==> src/rtl/m_opqueue.sv <==
// m_opqueue: DEPTH-entry instruction queue between the input mux and the
// decode field taps. Fetch pushes with wr, execute pops with adv, a taken
// branch or trap discards every prefetched word with flush. The head entry
// drives INSTR and the RV32 register/function fields; INSTR reads as zero
// whenever there is no valid head, so execute sees a NOP-equivalent word.
module m_opqueue #(
    parameter int DEPTH     = 2,
    parameter bit BYPASS    = 1'b0,
    parameter bit HIGHLEVEL = 1'b0
) (
    input  logic        clk,
    input  logic        rst_n,
    input  logic        wr,
    input  logic [31:0] Di,
    input  logic        adv,
    input  logic        flush,
    output logic [31:0] INSTR,
    output logic        ivalid,
    output logic        full,
    output logic [3:0]  cnt,
    output logic        ovf,
    output logic        unf,
    output logic [4:0]  TRG,
    output logic [4:0]  SRC1,
    output logic [4:0]  SRC2,
    output logic [2:0]  FUNC3,
    output logic [6:0]  FUNC7
);

    // Pointer width is at least one bit so DEPTH=1 still has a legal vector;
    // the slot array is rounded up to a power of two so every pointer value
    // indexes a real slot (slots at or above DEPTH are never written).
    localparam int             PW      = (DEPTH > 1) ? $clog2(DEPTH) : 1;
    localparam int             NSLOT   = 1 << PW;
    localparam logic [3:0]     DEPTH_C = 4'(DEPTH);
    localparam logic [PW-1:0]  LAST_C  = PW'(DEPTH - 1);

    // Circular increment: wraps DEPTH-1 -> 0, so non-power-of-2 depths work.
    function automatic logic [PW-1:0] ptr_inc(input logic [PW-1:0] p);
        logic [PW-1:0] r;
        if (p == LAST_C) begin
            r = PW'(0);
        end else begin
            r = p + PW'(1);
        end
        return r;
    endfunction

    logic [3:0]    cnt_r;
    logic [PW-1:0] wptr_r;
    logic [PW-1:0] rptr_r;
    logic          ovf_r;
    logic          unf_r;

    logic [31:0]   entry_s [NSLOT];
    logic          empty_s;
    logic          full_s;
    logic          byp_s;
    logic          ivalid_s;
    logic          push_s;
    logic          pop_s;
    logic          ovf_set_s;
    logic          unf_set_s;
    logic [3:0]    cnt_nxt_s;
    logic [31:0]   instr_s;

    // Queue status and the push/pop decisions; flush suppresses everything.
    always_comb begin
        empty_s   = (cnt_r == 4'd0);
        full_s    = (cnt_r == DEPTH_C);
        byp_s     = (BYPASS == 1'b1) && empty_s && wr;
        ivalid_s  = !empty_s || byp_s;
        push_s    = 1'b0;
        pop_s     = 1'b0;
        ovf_set_s = 1'b0;
        unf_set_s = 1'b0;
        if (flush) begin
            push_s    = 1'b0;
            pop_s     = 1'b0;
        end else begin
            // At full a concurrent pop frees the slot being written.
            push_s    = wr && (!full_s || adv);
            // In bypass the word being written counts as a valid head, so a
            // same-cycle pop consumes it; both pointers then step together.
            pop_s     = adv && ivalid_s;
            ovf_set_s = wr && full_s && !adv;
            unf_set_s = adv && !ivalid_s;
        end
    end

    // Next occupancy: push and pop together leave the count unchanged.
    always_comb begin
        case ({push_s, pop_s})
            2'b10:   cnt_nxt_s = cnt_r + 4'd1;
            2'b01:   cnt_nxt_s = cnt_r - 4'd1;
            default: cnt_nxt_s = cnt_r;
        endcase
    end

    // Occupancy, pointers and sticky error flags.
    always_ff @(posedge clk or negedge rst_n) begin
        if (!rst_n) begin
            cnt_r  <= 4'd0;
            wptr_r <= PW'(0);
            rptr_r <= PW'(0);
            ovf_r  <= 1'b0;
            unf_r  <= 1'b0;
        end else if (flush) begin
            // Error flags survive a flush; only reset clears them.
            cnt_r  <= 4'd0;
            wptr_r <= PW'(0);
            rptr_r <= PW'(0);
        end else begin
            cnt_r <= cnt_nxt_s;
            if (push_s) begin
                wptr_r <= ptr_inc(wptr_r);
            end
            if (pop_s) begin
                rptr_r <= ptr_inc(rptr_r);
            end
            ovf_r <= ovf_r | ovf_set_s;
            unf_r <= unf_r | unf_set_s;
        end
    end

    generate
        if (HIGHLEVEL) begin : g_beh
            logic [31:0] mem_r [NSLOT];

            // Behavioural storage: one indexed write port.
            always_ff @(posedge clk or negedge rst_n) begin
                if (!rst_n) begin
                    for (int i = 0; i < NSLOT; i++) begin
                        mem_r[i] <= 32'd0;
                    end
                end else if (push_s) begin
                    mem_r[wptr_r] <= Di;
                end
            end

            assign entry_s = mem_r;
        end else begin : g_dffe
            for (genvar g = 0; g < NSLOT; g++) begin : g_slot
                if (g < DEPTH) begin : g_live
                    logic        en_s;
                    logic [31:0] q_r;

                    assign en_s = push_s && (wptr_r == PW'(g));

                    // One enable-flop word per slot, enable decoded from wptr.
                    always_ff @(posedge clk or negedge rst_n) begin
                        if (!rst_n) begin
                            q_r <= 32'd0;
                        end else if (en_s) begin
                            q_r <= Di;
                        end
                    end

                    assign entry_s[g] = q_r;
                end else begin : g_pad
                    assign entry_s[g] = 32'd0;
                end
            end
        end
    endgenerate

    // Head selection: stored head, else the bypassed input, else zero.
    always_comb begin
        if (!empty_s) begin
            instr_s = entry_s[rptr_r];
        end else if (byp_s) begin
            instr_s = Di;
        end else begin
            instr_s = 32'd0;
        end
    end

    assign INSTR  = instr_s;
    assign ivalid = ivalid_s;
    assign full   = full_s;
    assign cnt    = cnt_r;
    assign ovf    = ovf_r;
    assign unf    = unf_r;
    assign TRG    = instr_s[11:7];
    assign SRC1   = instr_s[19:15];
    assign SRC2   = instr_s[24:20];
    assign FUNC3  = instr_s[14:12];
    assign FUNC7  = instr_s[31:25];

endmodule
==> config.mk <==
export PLATFORM = sky130hd
export DESIGN_NAME = m_opqueue
export DESIGN_NICKNAME = d
export VERILOG_FILES = /design/src/rtl/m_opqueue.sv
export SDC_FILE = /design/constraint.sdc
export NUM_CORES = 1
export LEC_CHECK = 0
export BUFFER_PORTS_ARGS = -buffer_cell sky130_fd_sc_hd__buf_2
export CAP_MARGIN = 10
export CORE_MARGIN = 5
export CORE_UTILIZATION = 45
export DETAILED_ROUTE_END_ITERATION = 8
export GPL_TIMING_DRIVEN = 0
export PLACE_DENSITY = 0.79
export SLEW_MARGIN = 20
export SYNTH_ARGS = -nofsm -noshare
export SYNTH_HDL_FRONTEND = slang
export SYNTH_SLANG_ARGS = --single-unit
==> constraint.sdc <==
create_clock -name clk -period 3.4 [get_ports clk]
set_input_delay 0.68 -clock clk [delete_from_list [all_inputs] [get_ports clk]]
set_output_delay 0.68 -clock clk [all_outputs]
set_load 0.02 [all_outputs]
==> results.json <==
{
  "outcome": "complete, no violations",
  "cts_buffers": 9,
  "cp-end-kind": "output pin",
  "rsz0062_at_grt": "false",
  "setup_viol": 0,
  "crit_family": "buffers and inverters",
  "crit_buf_inv": 4,
  "timing.critical_path.arrival_ns": 2.43,
  "netlist_area_um2": 3647,
  "clockBufferDepth": 2,
  "worst_pin_slew_ns": 0.7788,
  "cp_slowest_stage_delay_ns": 0.48,
  "grt_max_degree": 47,
  "stdcell_count": 512,
  "ctsHoldBuffers": 0,
  "synth_nets": 335,
  "ir_drop_mv": 0.4270,
  "post-dp-hpwl_mm": 5.828,
  "max_slew_margin_pct": 48.08,
  "io_buffers": 100,
  "path_clk_slew_ns": 0.06,
  "grt_antenna_before_repair": 0,
  "hold_viol_final": 0,
  "finalInstanceArea_um2": 4466,
  "crit_type": "register to output pin",
  "power_per_cell_area_nw_per_um2": 752.4,
  "clock_latency_ns": 0.33,
  "n_antenna_cell": 0,
  "dp_cells": 499,
  "p_leak_nw": 2.177,
  "hp-class": "input port to async pin",
  "fp.dieW_um": 100.0,
  "dpl_cell_area_um2": 4305,
  "ctsResizeCount": 0,
  "grt_overflow_total": 0,
  "h-tree-depth": 3,
  "initial_core_util_pct": 46.71,
  "multi_input_area_um2": 1548,
  "hold_slack_ns": 0.2649,
  "grt_pass1_wl_mm": 12.58,
  "synth_edf_count": 0,
  "slew_violations": 0,
  "ys_seq_elements": 72,
  "drt_iter0_drc": 20,
  "die-height_um": 100.0,
  "period_share_pct": 91.36,
  "rows": 32,
  "cp_max_fo": 10,
  "final_common_cell": "buf_2",
  "syn_inst": 296,
  "root_buffer": "clkbuf_8",
  "fmax_ghz": 0.3219,
  "synth_flop_cell": "dfrtp_1",
  "coreArea_um2": 7807,
  "regArea_um2": 1802,
  "synth_cell_types": 39,
  "finalSetupTns_ns": 0,
  "worstPathRequired_ns": 2.72,
  "final_nets": 447,
  "yosysWarnings": 0,
  "dieArea_um2": 10010,
  "wl_per_cell_um": 15.15,
  "drc": 0,
  "syn2layout_area_growth_pct": 22.44,
  "fillers": 697,
  "post_cts_buffers": 0,
  "viasPerCell": 5.012,
  "r2r_start": "cnt[0]$_DFFE_PN0P_",
  "seq_area_frac_synth_pct": 49.40,
  "r2r_slack_ns": 0.54,
  "grt_pass1_vias": 2618,
  "r2r_end": "cnt[3]$_DFFE_PN0P_",
  "rr_worst_depth": 11,
  "drtPass1Iterations": 4,
  "cts.sinks": 72,
  "cp_common_cell": "buf_4",
  "finalWirelength_mm": 7.756,
  "cp_slowest_cell": "dfrtp_1",
  "cp-start-kind": "register",
  "globalRouteTotalUtil_pct": 16.02,
  "layout_common_cells": "buf_2, dfrtp_1, mux2_2",
  "drtAntennaViolNets": 0,
  "via_count": 2566,
  "cap_violations": 0,
  "postSynthAreaPerCell_um2": 12.32,
  "fin_crit_ns": 3.106,
  "drive_gt1_share_pct": 51.95,
  "io_pins": 102,
  "async_reset_ff_share_pct": 100.0,
  "place_congestion": 0.7632,
  "tritoncts": "done",
  "crit_path_cell_trace": "or3_1 -> buf_4 -> nor2_8 -> clkbuf_1 -> nor2_1 -> buf_4 -> buf_2",
  "fin_skew_ns": 0.007980
}
-- sequential cells by signal, indices dropped and copies added, names as in the netlist --
| register | count |
|---|---|
| rptr_r | 1 |
| g_dffe.g_slot.g_live.q_r | 64 |
| wptr_r | 1 |
| ovf | 1 |
| cnt | 4 |
| unf | 1 |
-- worst max path at each step --
stage	start	to	slack, ns	cells after the start
2_1_floorplan	cnt[0]$_DFFE_PN0P_	cnt[3]$_DFFE_PN0P_	0.69	11
3_3_place_gp	cnt[0]$_DFFE_PN0P_	cnt[3]$_DFFE_PN0P_	0.64	11
3_5_place_dp	cnt[0]$_DFFE_PN0P_	cnt[3]$_DFFE_PN0P_	0.57	11
4_1_cts	cnt[0]$_DFFE_PN0P_	INSTR[26]	0.25	7
5_1_grt	cnt[0]$_DFFE_PN0P_	INSTR[27]	0.12	7
6_report	cnt[0]$_DFFE_PN0P_	INSTR[26]	0.29	7
-- metrics by stage --
| step | power [mW] | utilization (%) | setup slack, ns |
|---|---|---|---|
| after global routing | 3.585 | 57.20 | 0.1232 |
| after detailed placement | 2.827 | 55.14 | 0.5652 |
| final | 3.360 | 57.20 | 0.2937 |
| after floorplan | 2.366 | - | 0.6894 |
| after CTS | 3.417 | 57.20 | 0.2550 |
| after global placement | 2.763 | 54.76 | 0.6363 |
-- worst reg2reg max path, stage by stage, from the launching register on --
cell and delay [ns]:
dfrtp_1 0.48, or3_1 0.40, buf_4 0.18, nor2_8 0.14
inv_2 0.08, nand3_1 0.17, nor2_1 0.10, ha_1 0.41
nand3_1 0.11, a22o_1 0.20, a22oi_2 0.15, mux2_1 0.34
-- logic make-up after synthesis --
logic type | share of synthesized area (%)
mux | 28.85
flops | 49.40
simple gates | 7.993
buf+inv | 8.165
compound gates | 3.946
xor+xnor | 0.9607
fa+ha+maj | 0.6860
-- layout make-up --
| cell class | instances | share of cell area (%) |
|---|---|---|
| plain buffers | 42 | 6.164 |
| clock buffers | 12 | 3.474 |
| clock inverters | 1 | 0.1121 |
| inverters | 6 | 0.5043 |
| multi-input cells | 176 | 34.66 |
| flip-flops and latches | 72 | 40.35 |
| well taps | 102 | 2.858 |
| repair buffers | 101 | 11.88 |
-- metal layers --
layer,part of all wire [%],vias to the layer above,global-route usage [%]
met1,42,1246,20.27
met2,49,75,26.48
met3,6.9,13,3.336
met4,1.5,0,7.254
li1,-,1232,-
met5,0,-,0
-- cells in the mapped netlist, types with 2 or more instances --
library cell   n  area share [%]
nor2b_1        2            0.34
nand3_1        3            0.41
nor3_1         2            0.27
dfrtp_1       72              49
a21oi_1        2            0.27
nor2_1        37             3.8
nor3b_1        3            0.62
buf_1          2            0.21
o21ai_0        4            0.55
buf_4         30             6.2
mux2_2        56              17
clkbuf_1       6            0.62
ha_1           2            0.69
inv_1          5            0.51
mux2_1         9             2.8
mux2i_1       32             8.8
buf_2          4            0.55
a31o_2         2            0.48
xor2_1         3            0.72
-- where the power goes --
group	total [mW]	switching [mW]	internal, mW
combinational	1.52	0.838	0.683
sequential	1.27	0.140	1.13
clock	0.572	0.280	0.292
(Power assumes the default switching activity.)
